`src/rtl/bru_redirect_ctrl.sv`:
```
// bru_redirect_ctrl: branch-mispredict recovery sequencer (restore checkpoint, kill younger ROB entries, redirect fetch)
// Ports: clk/rst (async active-low); bru_* resolved-branch report; rob_head_id for age compare;
// commit_flush overrides all; cp_restore_*/kill_* one-cycle strobes; fetch_redirect_* valid/ready
// handshake; busy = not idle; mispredict_count saturating count of captured mispredicts.
module bru_redirect_ctrl #(
  parameter int ADDR_WIDTH = 32,
  parameter int ROB_ID_WIDTH = 5,
  parameter int CHECKPOINT_ID_WIDTH = 4,
  parameter int HOLDOFF_CYCLES = 2
) (
  input  logic                           clk,
  input  logic                           rst,
  input  logic                           bru_valid,
  input  logic [ROB_ID_WIDTH-1:0]        bru_rob_id,
  input  logic [CHECKPOINT_ID_WIDTH-1:0] bru_checkpoint_id,
  input  logic                           bru_jump,
  input  logic [ADDR_WIDTH-1:0]          bru_next_pc,
  input  logic                           bru_predicted_jump,
  input  logic [ADDR_WIDTH-1:0]          bru_predicted_next_pc,
  input  logic [ROB_ID_WIDTH-1:0]        rob_head_id,
  input  logic                           commit_flush,
  output logic                           cp_restore_valid,
  output logic [CHECKPOINT_ID_WIDTH-1:0] cp_restore_id,
  output logic                           kill_valid,
  output logic [ROB_ID_WIDTH-1:0]        kill_rob_id,
  output logic                           fetch_redirect_valid,
  output logic [ADDR_WIDTH-1:0]          fetch_redirect_pc,
  input  logic                           fetch_redirect_ready,
  output logic                           busy,
  output logic [31:0]                    mispredict_count
);
  typedef enum logic [1:0] {IDLE, RESTORE, REDIRECT, HOLDOFF} state_t;
  state_t state_q, state_d;
  logic [ROB_ID_WIDTH-1:0] pend_rob_q, pend_rob_d, age_new, age_pend;
  logic [CHECKPOINT_ID_WIDTH-1:0] pend_cp_q, pend_cp_d;
  logic [ADDR_WIDTH-1:0] pend_pc_q, pend_pc_d;
  logic [3:0] cnt_q, cnt_d;
  logic [31:0] count_q, count_d;
  logic mispredict, capture;
  always_comb begin
    mispredict = bru_valid && (bru_jump != bru_predicted_jump ||
                 (bru_jump && bru_next_pc != bru_predicted_next_pc));
    // ages wrap modulo ROB depth; equal age is the pending branch itself
    age_new = bru_rob_id - rob_head_id;
    age_pend = pend_rob_q - rob_head_id;
    capture = mispredict && !commit_flush && (state_q == IDLE || age_new < age_pend);
    pend_rob_d = capture ? bru_rob_id : pend_rob_q;
    pend_cp_d = capture ? bru_checkpoint_id : pend_cp_q;
    pend_pc_d = capture ? bru_next_pc : pend_pc_q;
    count_d = (capture && !(&count_q)) ? count_q + 32'd1 : count_q;
    state_d = state_q;
    cnt_d = cnt_q;
    if (commit_flush) state_d = IDLE;
    else if (capture) state_d = RESTORE;
    else
      case (state_q)
        RESTORE: state_d = REDIRECT;
        REDIRECT:
          if (fetch_redirect_ready) begin
            state_d = (HOLDOFF_CYCLES == 0) ? IDLE : HOLDOFF;
            cnt_d = 4'(HOLDOFF_CYCLES);
          end
        HOLDOFF: begin
          cnt_d = cnt_q - 4'd1;
          state_d = (cnt_q <= 4'd1) ? IDLE : HOLDOFF;
        end
        default: state_d = IDLE;
      endcase
  end
  always_ff @(posedge clk or negedge rst) begin
    if (!rst) begin
      state_q <= IDLE;
      pend_rob_q <= '0;
      pend_cp_q <= '0;
      pend_pc_q <= '0;
      cnt_q <= '0;
      count_q <= '0;
    end else begin
      state_q <= state_d;
      pend_rob_q <= pend_rob_d;
      pend_cp_q <= pend_cp_d;
      pend_pc_q <= pend_pc_d;
      cnt_q <= cnt_d;
      count_q <= count_d;
    end
  end
  assign cp_restore_valid = state_q == RESTORE;
  assign kill_valid = state_q == RESTORE;
  assign cp_restore_id = pend_cp_q;
  assign kill_rob_id = pend_rob_q;
  assign fetch_redirect_valid = state_q == REDIRECT;
  assign fetch_redirect_pc = pend_pc_q;
  assign busy = state_q != IDLE;
  assign mispredict_count = count_q;
endmodule

```
`config.mk`:
```
export PLATFORM = sky130hd
export DESIGN_NAME = bru_redirect_ctrl
export DESIGN_NICKNAME = d
export VERILOG_FILES = /design/src/rtl/bru_redirect_ctrl.sv
export SDC_FILE = /design/constraint.sdc
export NUM_CORES = 1
export LEC_CHECK = 0
export CORE_ASPECT_RATIO = 1.75
export CORE_MARGIN = 2
export CORE_UTILIZATION = 45
export DETAILED_ROUTE_END_ITERATION = 10
export PLACE_DENSITY = 0.89
export SLEW_MARGIN = 10
export SYNTH_ARGS = -nofsm -noshare
export SYNTH_HDL_FRONTEND = slang
export SYNTH_SLANG_ARGS = --single-unit
export TNS_END_PERCENT = 100
```
`constraint.sdc`:
```
create_clock -name clk -period 3.7 [get_ports clk]
set_input_delay 0.74 -clock clk [delete_from_list [all_inputs] [get_ports clk]]
set_output_delay 0.74 -clock clk [all_outputs]
set_load 0.05 [all_outputs]
```
=== After elaboration in Yosys (flattened, before gate mapping) ===
Index checks and enable logic that the tools add are counted.

* Bitwise gates (word level): 2
* Eq/ne operators: 7
* Reductions and logical operators: 14
* Add/sub/neg operators: 4
* Muxes and demuxes: 7
* Order comparisons: 2

{| class="wikitable"
|+ Operators by type and width
! kind !! number
|-
| $add A32 B1 Y32 const B || 1
|-
| $ne A32 B32 Y1 || 1
|-
| $reduce_and A32 Y1 || 1
|-
| $sub A5 B5 Y5 || 2
|-
| $mux W2 || 4
|-
| $pmux W4 S2 || 1
|-
| $pmux W2 S3 || 1
|-
| $logic_and A1 B1 Y1 || 5
|-
| $lt A5 B5 Y1 || 1
|-
| $eq A2 B2 Y1 const B || 2
|-
| $le A4 B1 Y1 const B || 1
|-
| $mux W4 || 1
|-
| $ne A4 B2 Y1 const B || 1
|-
| $reduce_and A4 Y1 || 1
|-
| $reduce_bool A2 Y1 || 2
|-
| $sub A4 B1 Y4 const B || 1
|-
| $eq A2 B1 Y1 const B || 1
|-
| $logic_not A1 Y1 || 2
|-
| $logic_not A2 Y1 || 1
|-
| $logic_or A1 B1 Y1 || 2
|-
| $ne A2 B1 Y1 const B || 1
|-
| $not A1 Y1 || 2
|-
| $ne A1 B1 Y1 || 1
|}

* Input port bits: 85
* Output and inout port bits: 77
* Word-level logic and storage cells: 42
* Register bits after elaboration: 79

=== Longest topological paths before layout ===
Gate-level depths: netlist of run 1.

* Word-level depth: 8
* Gate-level depth with buffers: 15

=== Worst setup path after synthesis of run 1 ===
Ideal clock, no wire load.

* Kind: input -> register
* Start: input port bru_rob_id[0]
* End: register count_q[30] (netlist: mispredict_count[30])
* Setup time: 125 ps
* Stages: 14
* Arrival: 3593 ps
* Required time: 3575 ps
* Slack: -18 ps
* Path through: inv_1 ha_1 inv_1 fa_1 a21o_1 a21oi_1 xnor2_1 ha_1 a21o_1 a2111oi_4 o21ai_2 nor3_2 nor3b_1 mux2_2

* Word-level cells in the longest chain between the ends: 5

{| class="wikitable"
|+ Ends and longest elaborated chain
! item !! line !! source
|-
| start: declaration || 14 || <nowiki>input logic [ROB_ID_WIDTH-1:0] bru_rob_id,</nowiki>
|-
| $sub A5 B5 Y5 || 44 || <nowiki>age_new = bru_rob_id - rob_head_id;</nowiki>
|-
| $lt A5 B5 Y1 || 46 || <nowiki>capture = mispredict && !commit_flush && (state_q == IDLE || age_new < age_pend);</nowiki>
|-
| $logic_or A1 B1 Y1 || 46 ||
|-
| $logic_and A1 B1 Y1 || 46 ||
|-
| $logic_and A1 B1 Y1 || 50 || <nowiki>count_d = (capture && !(&count_q)) ? count_q + 32'd1 : count_q;</nowiki>
|-
| end signal: assignment || 84 || <nowiki>count_q <= count_d;</nowiki>
|-
| end: declaration || 38 || <nowiki>logic [31:0] count_q, count_d;</nowiki>
|}

Every way passes these cells.
A chain may end at the register's enable or synchronous reset.

=== Final worst setup path of run 1 ===
* Start: input port rob_head_id[2]
* End: register count_q[15] (netlist: mispredict_count[15])

* Word-level cells in the longest chain between the ends: 5

{| class="wikitable"
|+ Ends and longest elaborated chain
! item !! line !! source
|-
| start: declaration || 20 || <nowiki>input logic [ROB_ID_WIDTH-1:0] rob_head_id,</nowiki>
|-
| $sub A5 B5 Y5 (on tied branches) || 44, 45 ||
|-
| $lt A5 B5 Y1 (*) || 46 ||
|-
| $logic_or A1 B1 Y1 (*) || 46 ||
|-
| $logic_and A1 B1 Y1 (*) || 46 ||
|-
| $logic_and A1 B1 Y1 (*) || 50 ||
|}

Mark *: on every way between the ends. The rest lies on a longest branch, timed or not.

==> results of run 1 <==
[worst paths after layout]
kind / startpoint / endpoint
max: rob_head_id[2] / mispredict_count[15]
min: mispredict_count[22] / mispredict_count[22]
max reg2reg: kill_rob_id[0] / mispredict_count[15]
min reg2reg: mispredict_count[22] / mispredict_count[22]
max in group asynchronous: rst / mispredict_count[22]
min in group asynchronous: rst / cp_restore_id[0]
[cell usage in the layout, fill, tap and decap left out, drive strengths merged, types with 6 or more instances in the layout]
| cell type | count |
|---|---|
| and3 | 6 |
| buf | 24 |
| clkbuf | 14 |
| clkdlybuf4s50 | 156 |
| dfrtp | 79 |
| ha | 15 |
| inv | 19 |
| mux2 | 39 |
| nand2 | 15 |
| nand3 | 10 |
| nand4 | 19 |
| nor2 | 16 |
| nor3 | 20 |
| nor4 | 7 |
| o21ai | 11 |
| xnor2 | 33 |
| xor2 | 32 |
[cell type report]
type | instances | area, sq um
fill | 640 | 2690
multi-input combinational | 279 | 2360
sequential | 79 | 1980
timing repair buffer | 186 | 1870
clock buffer | 11 | 243
tap | 122 | 153
clock inverter | 5 | 105
inverter | 19 | 73.8
[Yosys cell counts (all sizes together) (10+ instances only)]
library cell  count  area, sq um
dfrtp            79         1980
mux2             39          439
xnor2            33          297
xor2             32          280
nor3             20          105
inv              19         71.3
nand4            19          125
nor2             16         60.1
ha               15          188
nand2            15         58.8
buf              12         92.6
o21ai            11         58.8
nand3            10         50.1
[repair_timing]
action                                 in CTS  in global routing
buffers inserted                            3                  2
gates cloned                                0                  2
resized for setup                          14                 20
endpoints found under the hold margin       0                  0
setup endpoints to repair                  66                 66
pin swaps                                   8                 16
[power by group]
part / switching (mW) / internal [mW] / leakage (nW)
sequential: 0.138 / 1.04 / 0.993
combinational: 1.01 / 0.697 / 1.75
clock: 0.365 / 0.678 / 0.162
total: 1.51 / 2.41 / 2.91
[cell families (layout without fill, tap and decap cells)]
| family | Yosys count | after routing | synth area share [%] |
|---|---|---|---|
| DFF | 79 | 79 | 45.0 |
| muxes | 39 | 39 | 9.99 |
| buffers and inverters | 31 | 221 | 3.73 |
| AOI/OAI and AO/OA | 39 | 39 | 6.95 |
| xor gates and xnor gates | 65 | 65 | 13.1 |
| and+or+nand+nor | 119 | 119 | 16.1 |
| adders and majority gates | 17 | 17 | 5.18 |
[sequential cells by signal, summed over array words and instances (netlist names)]
signal / flops
cnt_q: 4
cp_restore_id: 4
fetch_redirect_pc: 32
kill_rob_id: 5
mispredict_count: 32
state_q: 2
[per-stage QoR]
step                      hold WS [ns]  total power [mW]  cells  worst slack, ns  cell area, sq um
final                            0.503              3.93    701           0.0938              6780
after global routing             0.520              4.07    701          -0.0503              6780
after CTS                        0.504              3.87    697           0.0444              6640
after detailed placement         0.493              2.80    678           -0.525              6230
after global placement           0.475              2.75    678           -0.450              6230
after floorplan                  0.444              2.16    389           0.0127              4400
[layer usage]
| layer | vias up | part of all wire, % |
|---|---|---|
| li1 | 1761 | - |
| met1 | 1923 | 35 |
| met2 | 152 | 56 |
| met3 | 41 | 4.2 |
| met4 | 0 | 4.1 |
| met5 | - | 0 |
==> metrics.md, run 1 <==
| Metric | Value |
|---|---|
| Cell family with most CP delay | compound AO/OA/AOI/OAI gates |
| Iter 0 DRT Violations | 241 |
| Post-DP HPWL | 9820 um |
| CP Class | in2reg |
| #FFs+latches synth | 79 |
| DRT Pass-1 Iters | 5 |
| Worst min-delay path class | reg2reg |
| Mapped Nets | 491 |
| Async SR Flop Fraction | 100% |
| TritonCTS clock tree | built |
| Fmax | 277 MHz |
| Critical path depth | 13 |
| Relative slew margins | 31.4% |
| Maxcap violations | 0 |
| Final Hold Fails | 0 |
| Chip width | 78.7 um |
| Synthesized area | 0.00440 sq mm |
| Via density | 5.53 |
| Final core utilization | 71.6% |
| Required @ worst endpoint | 3.92 ns |
| R2r worst-path depth | 14 |
| GRT overflow | 0 |
| Vias in the first global route | 4208 |
| P&R area growth vs syn | 54.3% |
| Sink Count | 79 |
| Largest net degree at the start of global routing | 80 |
| Crit path top cell by count | a21o_1 |
| Crit-path max FO | 3 |
| Inserted Clock Buffers | 9 |
| I/O pin count | 162 |
| Global-route usage over all layers | 25.6% |
| Netlist cell types | 52 |
| M2 GR Usage | 47.2% |
| DR DRC count | 0 |
| Count of input and output buffers | 161 |
| Most used DFF post-synth | dfrtp_1 |
| Syn. warnings | 0 |
| Clock Skew | 0.00878 ns |
| Maximum VDD drop | 0.448 mV |
| Final setup violation count | 0 |
| NumNets Final | 676 |
| Worst-case clock buffer depth | 2 |
| Clock Tree Root | clkbuf_16 |
| Number of diodes | 0 |
| Slew Limit Fails | 0 |
| Initial Utilization | 46.4% |
| PwrDens | 579 mW/mm^2 |
| Outcome | finished, final reports clean |
| Die Height | 135 um |
| Avg Cell Area, Syn | 11.3 sq um |
| Core Box Area | 0.00947 sq mm |
| Avg WL per Cell | 19.3 um |
| Via count | 3877 |
| Grt met3 use | 5.15% |
| Fraction of layout cells with a size suffix above 1 | 19.2% |
| CP max stage delay | 0.50 ns |
| Setup crit start kind | input port |
| Leakage power | 2.91 nW |
| WL final | 13600 um |
| Crit-path slowest cell | or4_4 |
| Crit path time final | 3.61 ns |
| Initial antenna violation count | 0 |
| Syn Inst Count | 389 |
| Tightest Pin Transition | 1.03 ns |
| Setup TNS | 0 ns |
| H-tree levels | 3 |
| Die area | 0.0106 sq mm |
| Critical Path End Type | register |
| Post-synth EDFFs | 0 |
| Register area share after synthesis | 45.0% |
| Final worst-path cycle share | 97.5% |
| Worst Path Buf+Inv | 2 |
| Reg2reg setup slack | 0.16 ns |
| First-pass GRT wire length | 21000 um |
| M1 GR Usage | 27.0% |
| Clock latency on the worst-skew pair | 0.34 ns |
| CP Cell Sequence | clkdlybuf4s50_1, inv_1, ha_4, a21o_1, a21oi_2, xnor2_1, ha_1, a21o_1, a2111oi_4, o21a_4, nand2_4, or4_4, xnor2_2 |
| Reg clk slew, reported paths | 0.06 ns |
| WHS Path Cells | 1 |
| GP Congestion | 0.884 |
| GRT busiest layer | met2 |
| Post-DRT Antenna Nets | 0 |
| CTS Hold Buffers Added | 0 |
| CP arrival | 3.83 ns |
| # rows | 47 |
No activity file was read; power rests on OpenSTA's default activity.
==> run 2: changes to the inputs <==
--- a/config.mk
+++ b/config.mk
@@ -7,9 +7,9 @@
 export LEC_CHECK = 0
 export CORE_ASPECT_RATIO = 1.75
 export CORE_MARGIN = 2
-export CORE_UTILIZATION = 45
+export CORE_UTILIZATION = 30
 export DETAILED_ROUTE_END_ITERATION = 10
-export PLACE_DENSITY = 0.89
+export PLACE_DENSITY = 0.66
 export SLEW_MARGIN = 10
 export SYNTH_ARGS = -nofsm -noshare
 export SYNTH_HDL_FRONTEND = slang
==> run 2 against run 1 <==
Compared with the run above:
- sequential cell count stayed put
- utilization decreased by 24 points
- die area is 48% higher
- final cell count rose by 8.8%
- sequential power hardly changed
- total power down 5.4%
- clock skew increased by 0.00077 ns
- final area up 0.13%
- combinational power shrank 3%
- clock-buffer cell count rose by 1
- via count is 4.0% lower
- first-iteration DRC count shrank 40%
==> metrics.md, run 2 (same netlist as run 1, synthesis figures left out) <==
| Metric | Value |
|---|---|
| Hold Path Sink | fetch_redirect_pc[10] |
| CTS Hold Buffers Added | 0 |
| Clock group share of total power | 23.7% |
| Clock latency on the worst-skew pair | 0.33 ns |
| Comb power frac | 44.7% |
| Clock Tree Root | clkbuf_16 |
| Reg power frac | 31.5% |
| TritonCTS clock tree | built |
| Outcome | finished, final reports clean |
| HP Start | fetch_redirect_pc[10] |
| I/O pin count | 162 |
| Post-DP HPWL | 10200 um |
| Total power draw | 3.72 mW |
| Cell family with most CP delay | compound AO/OA/AOI/OAI gates |
| Chip width | 95.5 um |
| Maximum VDD drop | 0.312 mV |
| DR DRC count | 0 |
| Setup slack after layout | 0.184 ns |
| Iter 0 DRT Violations | 144 |
| P&R area growth vs syn | 54.5% |
| Worst Path Buf+Inv | 2 |
| Fraction of layout cells with a size suffix above 1 | 19.9% |
| GP Congestion | 0.839 |
| CP Class | in2reg |
| Crit-path max FO | 3 |
| Initial antenna violation count | 0 |
| CP Cell Sequence | clkbuf_2, ha_1, inv_1, fa_2, a21o_1, a21oi_2, xnor2_1, ha_1, a21o_1, a2111oi_4, o21a_4, nand2_4, or4_4, xnor2_2 |
| GRT overflow | 0 |
| Count of input and output buffers | 161 |
| WHS Path Cells | 1 |
| Critical Path End Type | register |
| Fmax | 284 MHz |
| Cell Int Power | 2.25 mW |
| R2r worst-path depth | 14 |
| Clock Skew | 0.00954 ns |
| Die area | 0.0157 sq mm |
| Sw Ratio | 39.4% |
| Inserted Clock Buffers | 9 |
| Via density | 4.88 |
| DP Worst Slack | -0.627 ns |
| Fillers | 1357 |
| Sink Count | 79 |
| Slew Limit Fails | 0 |
| Worst min-delay path class | reg2reg |
| RR Startpoint | kill_rob_id[0] |
| Reg clk slew, reported paths | 0.06 ns |
| Final Hold Fails | 0 |
| Post-DRT Antenna Nets | 0 |
| CP arrival | 3.73 ns |
| Number of diodes | 0 |
| Worst-case clock buffer depth | 2 |
| Largest net degree at the start of global routing | 80 |
| Leakage power | 2.91 nW |
| Core Box Area | 0.0144 sq mm |
| DRT Pass-1 Iters | 4 |
| Fin cells | 763 |
| CP Launch Point | rob_head_id[0] |
| Crit path time final | 3.52 ns |
| Tightest Pin Transition | 1.04 ns |
| NumNets Final | 680 |
| RSZ-0062 raised after global routing | false |
| Most common cell after layout, fill and taps aside | clkdlybuf4s50_1 |
| Global-route usage over all layers | 17.3% |
| Relative slew margins | 31.0% |
| Worst R2R End | mispredict_count[15] |
| Final worst-path cycle share | 95.0% |
| Cell count after placement | 742 |
| Setup crit start kind | input port |
| Final setup violation count | 0 |
| First-pass GRT wire length | 20600 um |
| Vias in the first global route | 3999 |
| PwrDens | 547 mW/mm^2 |
| Switching power total | 1.46 mW |
| Required @ worst endpoint | 3.91 ns |
| # rows | 58 |
| CP max stage delay | 0.54 ns |
| Maxcap violations | 0 |
| Crit-path slowest cell | or4_4 |
| Via count | 3722 |
| Reg2reg setup slack | 0.29 ns |
| Most frequent cells in the layout | clkdlybuf4s50_1, dfrtp_1, mux2_2 |
| WHS | 0.503 ns |
| Initial Utilization | 30.6% |
| Die Height | 164 um |
| WL final | 13000 um |
| Avg WL per Cell | 17.0 um |
| H-tree levels | 3 |
==> run 2: layout make-up <==
class	count	area, sq um	area share (%)
well taps	180	225	3.32
clock buffers	12	246	3.63
clock inverters	4	45.0	0.663
inverters	19	71.3	1.05
flip-flops and latches	79	1980	29.1
multi-input cells	279	2360	34.8
repair buffers	190	1860	27.5
==> run 2: worst max path at each step <==
stage,slack [ns],endpoint,depth (start not counted)
floorplan,0.01,mispredict_count[15],14
global placement,-0.50,mispredict_count[1],15
finish,0.18,mispredict_count[15],14
CTS,0.02,mispredict_count[15],13
detailed placement,-0.63,mispredict_count[14],16
global route,0.01,mispredict_count[30],13
==> run 2: per-stage QoR <==
step	setup TNS (ns)	area (sq um)	utilization, %
after floorplan	0	4400	-
after global placement	-32.54	6360	44.2
after detailed placement	-41.70	6360	44.2
after CTS	0	6730	46.8
after global routing	0	6790	47.2
final	0	6790	47.2
==> run 2: power by group through the flow <==
stage	sequential [mW]	clock [mW]	combinational, mW
2_1_floorplan	1.75	0	0.413
3_3_place_gp	1.18	0	1.61
3_5_place_dp	1.18	0	1.64
4_1_cts	1.17	0.902	1.67
5_1_grt	1.20	0.945	1.75
6_report	1.17	0.882	1.66
==> run 2: layer usage <==
| metal | track usage (%) | share of wire [%] |
|---|---|---|
| met2 | 32.4 | 57 |
| met1 | 17.8 | 35 |
| met4 | 7.34 | 3.5 |
| met5 | 0 | 0 |
| met3 | 3.94 | 4.6 |
==> run 2: repair_timing <==
item                       4_1_cts  5_1_grt
setup buffers                    5        0
resized for setup               16       17
pin swaps                       11       13
cloned                           0        0
setup endpoints to repair       79       63
==> run 3: changes to the inputs <==
--- a/config.mk
+++ b/config.mk
@@ -5,12 +5,12 @@
 export SDC_FILE = /design/constraint.sdc
 export NUM_CORES = 1
 export LEC_CHECK = 0
-export CORE_ASPECT_RATIO = 1.75
+export CORE_ASPECT_RATIO = 0.6
 export CORE_MARGIN = 2
 export CORE_UTILIZATION = 30
 export DETAILED_ROUTE_END_ITERATION = 10
-export PLACE_DENSITY = 0.66
-export SLEW_MARGIN = 10
+export PLACE_DENSITY = 0.68
+export SLEW_MARGIN = 20
 export SYNTH_ARGS = -nofsm -noshare
 export SYNTH_HDL_FRONTEND = slang
 export SYNTH_SLANG_ARGS = --single-unit
==> constraint.sdc (replaced) <==
create_clock -name clk -period 3.1 [get_ports clk]
set_input_delay 0.62 -clock clk [delete_from_list [all_inputs] [get_ports clk]]
set_output_delay 0.62 -clock clk [all_outputs]
set_load 0.05 [all_outputs]
==> run 3 against run 2 <==
Compared with the run above:
- the flow now finishes with violations (negative setup slack)
- wire length is 0.39% higher
- total power is 24% higher
- register-to-register slack worse by 0.44 ns
- combinational power is 26% higher
- via count is 2.0% higher
- sequential share of layout area is 1.7 points lower
- critical path type unchanged
- highest routed layer unchanged
==> metrics.md, run 3 (same netlist as run 1, synthesis figures left out) <==
| Metric | Value |
|---|---|
| CP Launch Point | rob_head_id[3] |
| Slew Limit Fails | 0 |
| Worst-case clock buffer depth | 2 |
| Tightest Pin Transition | 0.752 ns |
| M2 GR Usage | 27.3% |
| NumNets Final | 693 |
| Initial Utilization | 30.5% |
| Worst R2R End | mispredict_count[15] |
| R2r worst-path depth | 14 |
| RSZ-0062 raised after global routing | true |
| Worst Path Buf+Inv | 2 |
| Avg WL per Cell | 16.5 um |
| Cell family with most CP delay | compound AO/OA/AOI/OAI gates |
| Chip width | 160 um |
| Clock Skew | 0.00894 ns |
| WHS | 0.317 ns |
| Failing checks | negative setup slack |
| Relative slew margins | 49.8% |
| Reg2reg setup slack | -0.15 ns |
| DRT Pass-1 Iters | 4 |
| Largest net degree at the start of global routing | 80 |
| Placed Area | 0.00659 sq mm |
| Maximum VDD drop | 0.508 mV |
| Crit path top cell by count | ha_1 |
| GRT overflow | 0 |
| Post-DP HPWL | 9790 um |
| Leakage power | 3.04 nW |
| Crit-path max FO | 4 |
| P&R area growth vs syn | 64.3% |
| Setup crit start kind | input port |
| TritonCTS clock tree | built |
| Most common cell after layout, fill and taps aside | clkdlybuf4s50_1 |
| Post-DRT Antenna Nets | 0 |
| I/O pin count | 162 |
| Crit path time final | 3.25 ns |
| # rows | 34 |
| Initial antenna violation count | 0 |
| First-pass GRT wire length | 21400 um |
| GP Congestion | 0.852 |
| Clock Tree Root | clkbuf_16 |
| Die area | 0.0157 sq mm |
| GRT busiest layer | met2 |
| Fmax | 308 MHz |
| Final worst-path cycle share | 105% |
| Count of input and output buffers | 161 |
| Sink Count | 79 |
| Final Hold Fails | 0 |
| Inserted Clock Buffers | 9 |
| Fraction of layout cells with a size suffix above 1 | 26.7% |
| Clock latency on the worst-skew pair | 0.33 ns |
| Crit-path slowest cell | or4_4 |
| Iter 0 DRT Violations | 124 |
| Worst min-delay path class | in2async |
| Most frequent cells in the layout | clkdlybuf4s50_1, dfrtp_1, mux2_2 |
| Reg clk slew, reported paths | 0.06 ns |
| CP endpoint | mispredict_count[15] |
| Outcome | complete, but fails checks |
| Number of diodes | 0 |
| Critical path depth | 12 |
| CTS Hold Buffers Added | 0 |
| Setup slack after layout | -0.146 ns |
| Total power draw | 4.62 mW |
| PwrDens | 640 mW/mm^2 |
| Vias in the first global route | 4127 |
| Core Box Area | 0.0144 sq mm |
| Die Height | 97.8 um |
| Via count | 3795 |
| Final core utilization | 50.1% |
| M1 GR Usage | 22.5% |
| Critical Path End Type | register |
| CP max stage delay | 0.50 ns |
| DR DRC count | 0 |
| Final setup violation count | 60 |
| WL final | 13100 um |
| Required @ worst endpoint | 3.31 ns |
| Grt met3 use | 5.61% |
| Final Instance Area | 0.00722 sq mm |
| CP Cell Sequence | clkdlybuf4s50_1, inv_1, ha_1, a21oi_2, xnor2_1, ha_1, a21o_1, a2111oi_4, o21a_4, nand2_4, or4_4, xnor2_2 |
| RR Startpoint | kill_rob_id[0] |
| Maxcap violations | 0 |
| Fillers | 1271 |
| H-tree levels | 3 |
| CP Class | in2reg |
| CP arrival | 3.46 ns |
| Via density | 4.79 |
| Global-route usage over all layers | 17.1% |
-- run 3: cell types whose count changed in the layout (fill, tap and decap cells not counted), sizes merged --
cell | previous run | this run
buf | 30 | 44
clkbuf | 14 | 11
clkinvlp | 0 | 2
bufinv | 1 | 2
dlygate4sd2 | 0 | 3
dlymetal6s2s | 4 | 1
clkinv | 3 | 1
-- run 3: how the worst min path moves through the flow --
stage                        start                  end  slack, ns  cells after the start
3_5_place_dp   mispredict_count[8]  mispredict_count[8]       0.49                      1
5_1_grt                        rst       kill_rob_id[1]       0.40                      1
3_3_place_gp   mispredict_count[8]  mispredict_count[8]       0.48                      1
2_1_floorplan                  rst             cnt_q[0]       0.32                      0
6_report                       rst       kill_rob_id[1]       0.32                      1
4_1_cts        mispredict_count[8]  mispredict_count[8]       0.50                      1
-- run 3: routing by layer --
layer / vias up / share of wire [%]
met3: 17 / 7.3
met4: 0 / 1.4
met1: 1842 / 45
li1: 1796 / -
met2: 140 / 46
met5: - / 0
-- run 3: worst register-to-register path, cell delays in order (launching register included) --
cell and delay (ns):
dfrtp_2 0.41, inv_2 0.07, ha_4 0.12, inv_2 0.04
fa_2 0.34, a21o_1 0.17, a21oi_2 0.15, xnor2_1 0.09
ha_1 0.31, a21o_1 0.19, a2111oi_4 0.33, o21a_4 0.22
nand2_4 0.07, or4_4 0.50, xnor2_2 0.15
-- run 3: final cells by class --
type,count,area [sq um],share of cell area [%]
sequential,79,1980,27.4
timing repair buffer,203,2030,28.1
clock inverter,5,83.8,1.16
tap,198,248,3.43
inverter,19,83.8,1.16
clock buffer,10,229,3.17
multi-input combinational,279,2570,35.6
-- run 3: timing repair --
action	CTS	global route
gates cloned	1	1
setup buffers	8	2
resized for setup	48	13
setup endpoints to repair	79	79
pin swaps	23	17
-- run 3: stage by stage --
| step | setup slack, ns | TNS [ns] | instances |
|---|---|---|---|
| finish | -0.146 | -4.93 | 793 |
| floorplan | -0.254 | -7.34 | 389 |
| CTS | -0.327 | -16.74 | 790 |
| global route | -0.310 | -18.97 | 793 |
| global placement | -0.940 | -63.73 | 766 |
| detailed placement | -1.00 | -67.91 | 766 |
-- run 3: power by group --
group	internal (mW)	leakage (nW)	switching, mW
registers	1.24	0.992	0.154
logic	0.876	1.90	1.22
clock network	0.703	0.145	0.432
